**src/rtl/neuron_pkg.sv**
```systemverilog
// -----------------------------------------------------------------------------
// neuron_pkg
// Shared definitions for the end-of-timestep fire/reset engine.
//   fire_state_t     : scan FSM state encoding
//   RESET_HARD/SOFT  : reset-mode encodings sampled with start_i
//   membrane_max/min : saturation limits of a signed membrane of a given width
// -----------------------------------------------------------------------------
package neuron_pkg;

    typedef enum logic [2:0] {
        ST_IDLE  = 3'd0,
        ST_READ  = 3'd1,
        ST_LATCH = 3'd2,
        ST_EVAL  = 3'd3,
        ST_HOLD  = 3'd4,
        ST_DONE  = 3'd5
    } fire_state_t;

    localparam logic RESET_HARD = 1'b0;
    localparam logic RESET_SOFT = 1'b1;

    // Largest value representable by a signed membrane of 'width' bits.
    function automatic longint membrane_max(input int width);
        return (longint'(1) <<< (width - 1)) - longint'(1);
    endfunction

    // Smallest value representable by a signed membrane of 'width' bits.
    function automatic longint membrane_min(input int width);
        return -(longint'(1) <<< (width - 1));
    endfunction

endpackage

```
**src/rtl/membrane_reset_calc.sv**
```systemverilog
// -----------------------------------------------------------------------------
// membrane_reset_calc
// Combinational fire decision and reset-membrane computation.
//   i_membrane    : signed membrane value just read from SRAM
//   i_threshold   : signed firing threshold
//   i_mode        : RESET_HARD (reset to 0) or RESET_SOFT (subtract threshold)
//   o_fire        : membrane >= threshold (signed)
//   o_reset_value : value to write back on a fire, saturated to W bits
// -----------------------------------------------------------------------------
module membrane_reset_calc
    import neuron_pkg::*;
#(
    parameter int W = 17
) (
    input  logic signed [W-1:0] i_membrane,
    input  logic signed [W-1:0] i_threshold,
    input  logic                i_mode,
    output logic                o_fire,
    output logic signed [W-1:0] o_reset_value
);

    localparam longint LIM_MAX = membrane_max(W);
    localparam longint LIM_MIN = membrane_min(W);

    logic signed [W:0]   w_diff;
    logic signed [W-1:0] w_soft;

    assign o_fire = (i_membrane >= i_threshold);

    // One extra bit holds the exact difference; only a negative threshold can
    // push it past the positive limit (or a large positive one past the
    // negative limit when the membrane is already very negative).
    assign w_diff = {i_membrane[W-1], i_membrane} - {i_threshold[W-1], i_threshold};

    always_comb begin
        w_soft = w_diff[W-1:0];
        if (longint'(w_diff) > LIM_MAX) begin
            w_soft = LIM_MAX[W-1:0];
        end else if (longint'(w_diff) < LIM_MIN) begin
            w_soft = LIM_MIN[W-1:0];
        end
    end

    always_comb begin
        o_reset_value = '0;
        case (i_mode)
            RESET_HARD: o_reset_value = '0;
            RESET_SOFT: o_reset_value = w_soft;
            default:    o_reset_value = '0;
        endcase
    end

endmodule

```
**src/rtl/neuron_fire_scan.sv**
```systemverilog
// -----------------------------------------------------------------------------
// neuron_fire_scan
// Once per timestep, walks every neuron of the membrane SRAM, fires neurons
// whose membrane reaches the threshold, writes back their reset membrane and
// emits the neuron index on a valid/ready spike stream.
//   clk_i, reset_n_i        : clock, asynchronous active-low reset
//   start_i                 : one-cycle pulse, honoured only when idle
//   threshold_i             : signed threshold, captured on accepted start
//   reset_mode_i            : hard/soft reset mode, captured on accepted start
//   mem_rd_en_o/mem_addr_o  : SRAM read strobe and shared read/write address
//   mem_rd_data_i           : SRAM read data, valid the cycle after the read
//   mem_wr_en_o/_data_o     : SRAM write strobe and reset membrane value
//   spike_valid_o/_addr_o   : spike event and firing neuron index
//   spike_ready_i           : downstream accepts the spike
//   busy_o, done_o          : scan in progress, one-cycle end-of-scan pulse
// Every output is decoded from registered state only.
// -----------------------------------------------------------------------------
module neuron_fire_scan
    import neuron_pkg::*;
#(
    parameter int BIT_WIDTH_MEMBRANE = 17,
    parameter int NEURON_NUM         = 256,
    parameter int BIT_WIDTH_ADDR     = 8
) (
    input  logic                                 clk_i,
    input  logic                                 reset_n_i,
    input  logic                                 start_i,
    input  logic signed [BIT_WIDTH_MEMBRANE-1:0] threshold_i,
    input  logic                                 reset_mode_i,
    output logic                                 mem_rd_en_o,
    output logic        [BIT_WIDTH_ADDR-1:0]     mem_addr_o,
    input  logic signed [BIT_WIDTH_MEMBRANE-1:0] mem_rd_data_i,
    output logic                                 mem_wr_en_o,
    output logic signed [BIT_WIDTH_MEMBRANE-1:0] mem_wr_data_o,
    output logic                                 spike_valid_o,
    output logic        [BIT_WIDTH_ADDR-1:0]     spike_addr_o,
    input  logic                                 spike_ready_i,
    output logic                                 busy_o,
    output logic                                 done_o
);

    localparam int W = BIT_WIDTH_MEMBRANE;
    localparam int A = BIT_WIDTH_ADDR;
    localparam logic [A-1:0] LAST_ADDR = A'(NEURON_NUM - 1);

    fire_state_t         r_state;
    fire_state_t         w_next_state;
    logic [A-1:0]        r_addr;
    logic signed [W-1:0] r_threshold;
    logic                r_mode;
    logic                r_fire_q;
    logic signed [W-1:0] r_reset_val;

    logic                w_fire;
    logic signed [W-1:0] w_reset_val;
    logic                w_last;
    logic                w_advance;

    // The reset value is computed straight from the returning read data, so
    // registering the raw membrane separately is unnecessary.
    membrane_reset_calc #(
        .W (W)
    ) u_reset_calc (
        .i_membrane    (mem_rd_data_i),
        .i_threshold   (r_threshold),
        .i_mode        (r_mode),
        .o_fire        (w_fire),
        .o_reset_value (w_reset_val)
    );

    assign w_last = (r_addr == LAST_ADDR);

    // A neuron is finished when EVAL sees no fire, or the spike is taken.
    assign w_advance = ((r_state == ST_EVAL) && (!r_fire_q || spike_ready_i)) ||
                       ((r_state == ST_HOLD) && spike_ready_i);

    // ---------------------------------------------------------------- state
    always_ff @(posedge clk_i or negedge reset_n_i) begin
        if (!reset_n_i) begin
            r_state <= ST_IDLE;
        end else begin
            r_state <= w_next_state;
        end
    end

    // ----------------------------------------------------------- next state
    always_comb begin
        w_next_state = r_state;
        case (r_state)
            ST_IDLE: begin
                if (start_i) begin
                    w_next_state = ST_READ;
                end
            end
            ST_READ:  w_next_state = ST_LATCH;
            ST_LATCH: w_next_state = ST_EVAL;
            ST_EVAL: begin
                if (r_fire_q && !spike_ready_i) begin
                    w_next_state = ST_HOLD;
                end else begin
                    w_next_state = w_last ? ST_DONE : ST_READ;
                end
            end
            ST_HOLD: begin
                if (spike_ready_i) begin
                    w_next_state = w_last ? ST_DONE : ST_READ;
                end
            end
            ST_DONE:  w_next_state = ST_IDLE;
            default:  w_next_state = ST_IDLE;
        endcase
    end

    // ------------------------------------------------------------- datapath
    always_ff @(posedge clk_i or negedge reset_n_i) begin
        if (!reset_n_i) begin
            r_addr      <= '0;
            r_threshold <= '0;
            r_mode      <= RESET_HARD;
            r_fire_q    <= 1'b0;
            r_reset_val <= '0;
        end else begin
            if ((r_state == ST_IDLE) && start_i) begin
                r_threshold <= threshold_i;
                r_mode      <= reset_mode_i;
                r_addr      <= '0;
            end
            if (r_state == ST_LATCH) begin
                r_fire_q    <= w_fire;
                r_reset_val <= w_reset_val;
            end
            // Address holds on the last neuron so the DONE cycle still
            // reports the final index.
            if (w_advance && !w_last) begin
                r_addr <= r_addr + A'(1);
            end
        end
    end

    // -------------------------------------------------------------- outputs
    always_comb begin
        mem_rd_en_o   = 1'b0;
        mem_wr_en_o   = 1'b0;
        mem_wr_data_o = '0;
        spike_valid_o = 1'b0;
        busy_o        = 1'b0;
        done_o        = 1'b0;
        mem_addr_o    = r_addr;
        spike_addr_o  = r_addr;
        case (r_state)
            ST_IDLE: begin
                busy_o = 1'b0;
            end
            ST_READ: begin
                busy_o      = 1'b1;
                mem_rd_en_o = 1'b1;
            end
            ST_LATCH: begin
                busy_o = 1'b1;
            end
            ST_EVAL: begin
                busy_o        = 1'b1;
                // Write happens only in EVAL, so a stalled spike never
                // rewrites the same neuron.
                mem_wr_en_o   = r_fire_q;
                mem_wr_data_o = r_fire_q ? r_reset_val : '0;
                spike_valid_o = r_fire_q;
            end
            ST_HOLD: begin
                busy_o        = 1'b1;
                spike_valid_o = 1'b1;
            end
            ST_DONE: begin
                busy_o = 1'b1;
                done_o = 1'b1;
            end
            default: begin
                busy_o = 1'b0;
            end
        endcase
    end

endmodule

```
**config.mk**
```make
export PLATFORM = sky130hd
export DESIGN_NAME = neuron_fire_scan
export DESIGN_NICKNAME = d
export VERILOG_FILES = /design/src/rtl/neuron_pkg.sv /design/src/rtl/membrane_reset_calc.sv /design/src/rtl/neuron_fire_scan.sv
export SDC_FILE = /design/constraint.sdc
export NUM_CORES = 1
export LEC_CHECK = 0
export CELL_PAD_IN_SITES_DETAIL_PLACEMENT = 1
export CELL_PAD_IN_SITES_GLOBAL_PLACEMENT = 2
export CORE_MARGIN = 8
export CORE_UTILIZATION = 27
export DETAILED_ROUTE_END_ITERATION = 16
export PLACE_DENSITY = 0.89
export SETUP_SLACK_MARGIN = 0.3
export SLEW_MARGIN = 20
export SYNTH_ARGS = -nofsm -noshare
export SYNTH_HDL_FRONTEND = slang
export SYNTH_SLANG_ARGS = --single-unit
```
**constraint.sdc**
```tcl
create_clock -name clk_i -period 2.8 [get_ports clk_i]
set_clock_uncertainty 0.05 [all_clocks]
set_input_delay 0.42 -clock clk_i [delete_from_list [all_inputs] [get_ports clk_i]]
set_output_delay 0.42 -clock clk_i [all_outputs]
set_load 0.005 [all_outputs]
```
* Word-level counts from Yosys, hierarchy flattened *
Index checks and enable logic that the tools add are counted.

word-level totals
  register bits after elaboration = 47
  output and inout port bits = 38
  logic and storage cells = 51

operators by class
  $add $sub $neg = 2
  order comparisons = 3
  equality and inequality tests = 8
  muxes and demuxes = 17
  bitwise operators = 1
  reductions and logical operators = 14

operator list
  operator                count
  $mux W17                4
  $pmux W17 S2            1
  $gt A18 B17 Y1 const B  1
  $lt A18 B17 Y1 const B  1
  $sub A17 B17 Y18        1
  $ge A17 B17 Y1          1
  $mux W8                 2
  $pmux W3 S5             1
  $mux W3                 4
  $add A8 B1 Y8 const B   1
  $eq A8 B8 Y1 const B    1
  $eq A3 B2 Y1 const B    2
  $eq A3 B3 Y1 const B    2
  $logic_and A1 B1 Y1     5
  $reduce_or A5 Y1        1
  $mux W1                 4
  $ne A2 B2 Y1 const B    2
  $eq A3 B1 Y1 const B    1
  $logic_not A1 Y1        3
  $logic_not A3 Y1        1
  $logic_or A1 B1 Y1      2
  $pmux W1 S2             1
  $reduce_and A2 Y1       1
  $reduce_bool A2 Y1      1
  $not A1 Y1              1

* Longest topological paths before layout *
  depth in word-level cells = 6
  depth in mapped cells = 12
  depth with buffers taken out = 11

* Hierarchy *
A second synthesis with hierarchy kept.

second synthesis, totals
  cells, all modules = 418
  area, all modules = 3611.0 µm²

modules (own cells, without submodules)
  module               times used  cells an instance  area each (µm²)  seq. area each (µm²)
  neuron_fire_scan     1           216                2230.9           1176.1
  membrane_reset_calc  1           202                1380.1           0.0

* Least setup slack after synthesis *
No wires, ideal clock.

  path type = input-to-reg
  from = input mem_rd_data_i[0]
  to = register r_reset_val[11]
  library setup time = 77 ps
  data arrival time = 2993 ps
  required time = 2673 ps
  slack = -320 ps
  stages on the path = 12
  cell sequence = inv_1 > ha_1 > inv_1 > fa_1 > a211o_1 > a211oi_4 > nor3_4 > mux2i_1 > or4_4 > buf_6 > maj3_2 > o21ai_1

on the way
  cells in the longest elaborated chain, start to end = 5

RTL lines
  what                  line                       source
  from (decl)           neuron_fire_scan.sv:32     input logic signed [BIT_WIDTH_MEMBRANE-1:0] mem_rd_data_i,
  $sub A17 B17 Y18 (*)  membrane_reset_calc.sv:33  assign w_diff = {i_membrane[W-1], i_membrane} - {i_threshold[W-1], i_threshold};
  $lt A18 B17 Y1        membrane_reset_calc.sv:39  end else if (longint'(w_diff) < LIM_MIN) begin
  $mux W17              membrane_reset_calc.sv:39
  $mux W17 (*)          membrane_reset_calc.sv:37  if (longint'(w_diff) > LIM_MAX) begin
  $pmux W17 S2 (*)      membrane_reset_calc.sv:46  case (i_mode)
  to (signal assigned)  neuron_fire_scan.sv:130    r_reset_val <= w_reset_val;
  to (decl)             neuron_fire_scan.sv:52     logic signed [W-1:0] r_reset_val;

Mark *: on every way between the ends. The rest lies on a longest branch, timed or not.
A chain may end at the register's enable or synchronous reset.

* Worst setup path in the final report *
  from = register r_threshold[0]
  to = register r_reset_val[5]

on the way
  cells in the longest elaborated chain, start to end = 5

RTL lines
  what                    line                       source
  from (decl)             neuron_fire_scan.sv:49     logic signed [W-1:0] r_threshold;
  from (signal assigned)  neuron_fire_scan.sv:124    r_threshold <= threshold_i;
  $sub A17 B17 Y18 (*)    membrane_reset_calc.sv:33
  $lt A18 B17 Y1          membrane_reset_calc.sv:39
  $mux W17                membrane_reset_calc.sv:39
  $mux W17 (*)            membrane_reset_calc.sv:37
  $pmux W17 S2 (*)        membrane_reset_calc.sv:46

Marked as above.

==> results.sh <==
export IMPL_detail_route_wl_per_cell_um=16.3
export IMPL_post_synth_top_area_fraction_pct=35.2
export IMPL_grt_pass1_wl_um=18000
export IMPL_period_share_pct=106
export IMPL_fmax_mhz=336
export IMPL_wl_um=11100
export IMPL_rsz0062_at_grt="yes"
export IMPL_cts_sinks=47
export IMPL_place_congestion=0.774
export IMPL_grt_pass1_vias=3709
export IMPL_cts_tree="done"
export IMPL_insertion_delay_ns=0.30
export IMPL_antenna_cells=0
export IMPL_postSynthCellCount=388
export IMPL_synth_avg_cell_area_um2=8.61
export IMPL_slew_headroom_pct=56.5
export IMPL_die_y_um=127
export IMPL_ys_seq_area_share_pct=35.2
export IMPL_violations="negative setup slack"
export IMPL_rows=40
export IMPL_io_buffers=76
export IMPL_max_stage_delay_ns=0.48
export IMPL_synth_nets=446
export IMPL_dieWidth_um=127
export IMPL_initial_core_util_pct=27.7
export IMPL_critPathSlowestCell="or4_4"
export IMPL_cp_endpoint="r_reset_val[5]"
export IMPL_end_kind="flip-flop"
export IMPL_ant_nets=0
export IMPL_setup_violations=16
export IMPL_layout_drive_gt1_share_pct=25.3
export IMPL_yosysWarnings=0
export IMPL_status="complete, but fails checks"
export IMPL_cpLargestDelayFamily="adder cells"
export IMPL_period_minus_slack_ns=2.98
export IMPL_crit_type="flip-flop to flip-flop"
export IMPL_dp_slack_ns=-0.904
export IMPL_p_leak_uw=0.00218
export IMPL_ir_drop_mv=0.330
export IMPL_reg2reg_depth=11
export IMPL_synthTopCellsByArea="dfrtp_1, ha_1, nand2_1, o21ai_0, and2_1"
export IMPL_finalWorstSetupSlack_ns=-0.179
export IMPL_synth_top_cell_by_area="dfrtp_1"
export IMPL_holdCritPathClass="input pin to async pin"
export IMPL_clockBufferDepth=2
export IMPL_cts_buffers_inserted=5
export IMPL_hold_viol=0
export IMPL_crit_fanout=6
export IMPL_path_buf_inv=2
export IMPL_cp_cell_sequence="ha_4 -> inv_2 -> fa_2 -> a211o_1 -> a211oi_4 -> nor3_4 -> mux2i_2 -> buf_4 -> or4_4 -> maj3_2 -> o21ai_2"
export IMPL_drtIter0Drc=126
export IMPL_worstPathRequired_ns=2.97
export IMPL_final_cell_area_mm2=0.00502
export IMPL_route_detailed_drc=0
export IMPL_core_area_mm2=0.0121
export IMPL_synth_edff_count=0
export IMPL_die_area_mm2=0.0162
export IMPL_startpoint="r_threshold[0]"
export IMPL_pin_count=77
export IMPL_cts_clk_slew_worst_paths_ns=0.07
export IMPL_maxCapViolCount=0
export IMPL_placed_cell_area_mm2=0.00465
export IMPL_antenna_found_initial=0
export IMPL_vias_per_cell=4.88
export IMPL_syn_cell_area_mm2=0.00334
export IMPL_cts_hold_buf=0
export IMPL_grtUsageTotal_pct=13.7
export IMPL_r2r_start="r_threshold[0]"
export IMPL_hpwlAfterDp_um=8350
export IMPL_htree_num_levels=2
export IMPL_drv_slew=0
export IMPL_r2r_end="r_reset_val[5]"
export IMPL_power_density_mw_per_mm2=1110
export IMPL_r2r_slack_ns=-0.18
export IMPL_dr_pass1_iters=4
export IMPL_fin_nets=570
export IMPL_ys_ff_latch=47
export IMPL_whs_ns=0.182
export IMPL_critPathLaunchType="flip-flop"
export IMPL_grt_max_degree=48
export IMPL_async_flop_share_pct=100
export IMPL_yosys_cell_types_count=60
export IMPL_cts_root_buf="clkbuf_16"
export IMPL_vias=3323
export IMPL_overflow=0
export IMPL_worst_pin_slew_ns=0.652
export IMPL_critPathArrivalTime_ns=3.15
export IMPL_fin_util_pct=41.6
export IMPL_area_growth_pct=50.1
export IMPL_crit_cells=11
export IMPL_synth_flop_cell="dfrtp_1"
cells in the final DEF, fill, tap and decap left out, types with 11 or more instances in the layout:
cell and n:
nand2_1 45, o21ai_2 11, dfrtp_1 45, ha_1 17
buf_4 63, and2_1 19, o21ai_0 29, a21oi_1 14
inv_1 25, nor2_1 14, clkdlybuf4s50_1 73
report_power, final:
part / total [uW] / switching [uW] / leakage (uW) / internal (uW)
clock: 711 / 284 / 0.0000844 / 427
sequential: 1080 / 140 / 0.000600 / 938
combinational: 3790 / 1920 / 0.00150 / 1870
total: 5570 / 2340 / 0.00218 / 3230
metrics by stage:
| step | total power [uW] | TNS, ns | cells |
|---|---|---|---|
| after global placement | 4320 | -11.96 | 665 |
| after floorplan | 3160 | -0.616 | 388 |
| after CTS | 5390 | -3.56 | 679 |
| after detailed placement | 4500 | -13.53 | 665 |
| after global routing | 6020 | -3.73 | 681 |
| final | 5570 | -1.96 | 681 |
cells in the mapped netlist, types with 9 or more instances:
cell type	n
nand2b_1	9
xnor2_1	9
a21oi_1	14
and2_1	20
clkbuf_1	11
nand2_1	45
o21ai_1	17
nand3_1	11
dfrtp_1	47
nor2_1	15
ha_1	18
o21ai_0	29
inv_1	27
cell families after synthesis:
family                     count (synthesis)  share of synthesized area (%)
AOI/OAI and AO/OA                        108                           21.2
buffers and inverters                     54                           7.41
and+or+nand+nor                          133                           20.9
DFF                                       47                           35.2
muxes                                      4                           1.27
adders and majority gates                 29                           10.6
xor gates and xnor gates                  13                           3.41
state kept, by name, summed over array words and instances, names as in the netlist:
name         count
mem_addr_o       8
r_fire_q         1
r_mode           1
r_reset_val     17
r_state          3
r_threshold     17
per-layer routing:
metal  wire (um)  track usage (%)  up-vias  part of all wire, %
li1            -                -     1601                    -
met1        4500             14.9     1624                   41
met2        5750             24.8       75                   52
met3         470             3.08       23                  4.2
met4         350             6.09        0                  3.2
met5           0                0        -                    0
worst min-delay path by stage:
stage                    start               to  slack [ns]  cells past startpoint
2_1_floorplan        reset_n_i    mem_addr_o[0]        0.07                      0
3_3_place_gp    r_reset_val[3]   r_reset_val[3]        0.41                      2
3_5_place_dp   r_reset_val[11]  r_reset_val[11]        0.42                      2
4_1_cts              reset_n_i    mem_addr_o[4]        0.20                      2
5_1_grt              reset_n_i    mem_addr_o[4]        0.23                      2
6_report             reset_n_i    mem_addr_o[4]        0.18                      2
repair_timing:
action                                  CTS  global route
resized for setup                        16            25
gates cloned                              1             0
buffers inserted                          5             2
endpoints found under the setup margin   33            33
pin swaps                                17            14
cell type report:
| cell class | instances | area (um^2) |
|---|---|---|
| fill | 1408 | 7050 |
| multi-input combinational | 288 | 2060 |
| timing repair buffer | 143 | 1280 |
| sequential | 47 | 1180 |
| tap | 168 | 210 |
| clock buffer | 5 | 125 |
| inverter | 27 | 114 |
| clock inverter | 3 | 47.5 |
(Power assumes the default switching activity.)
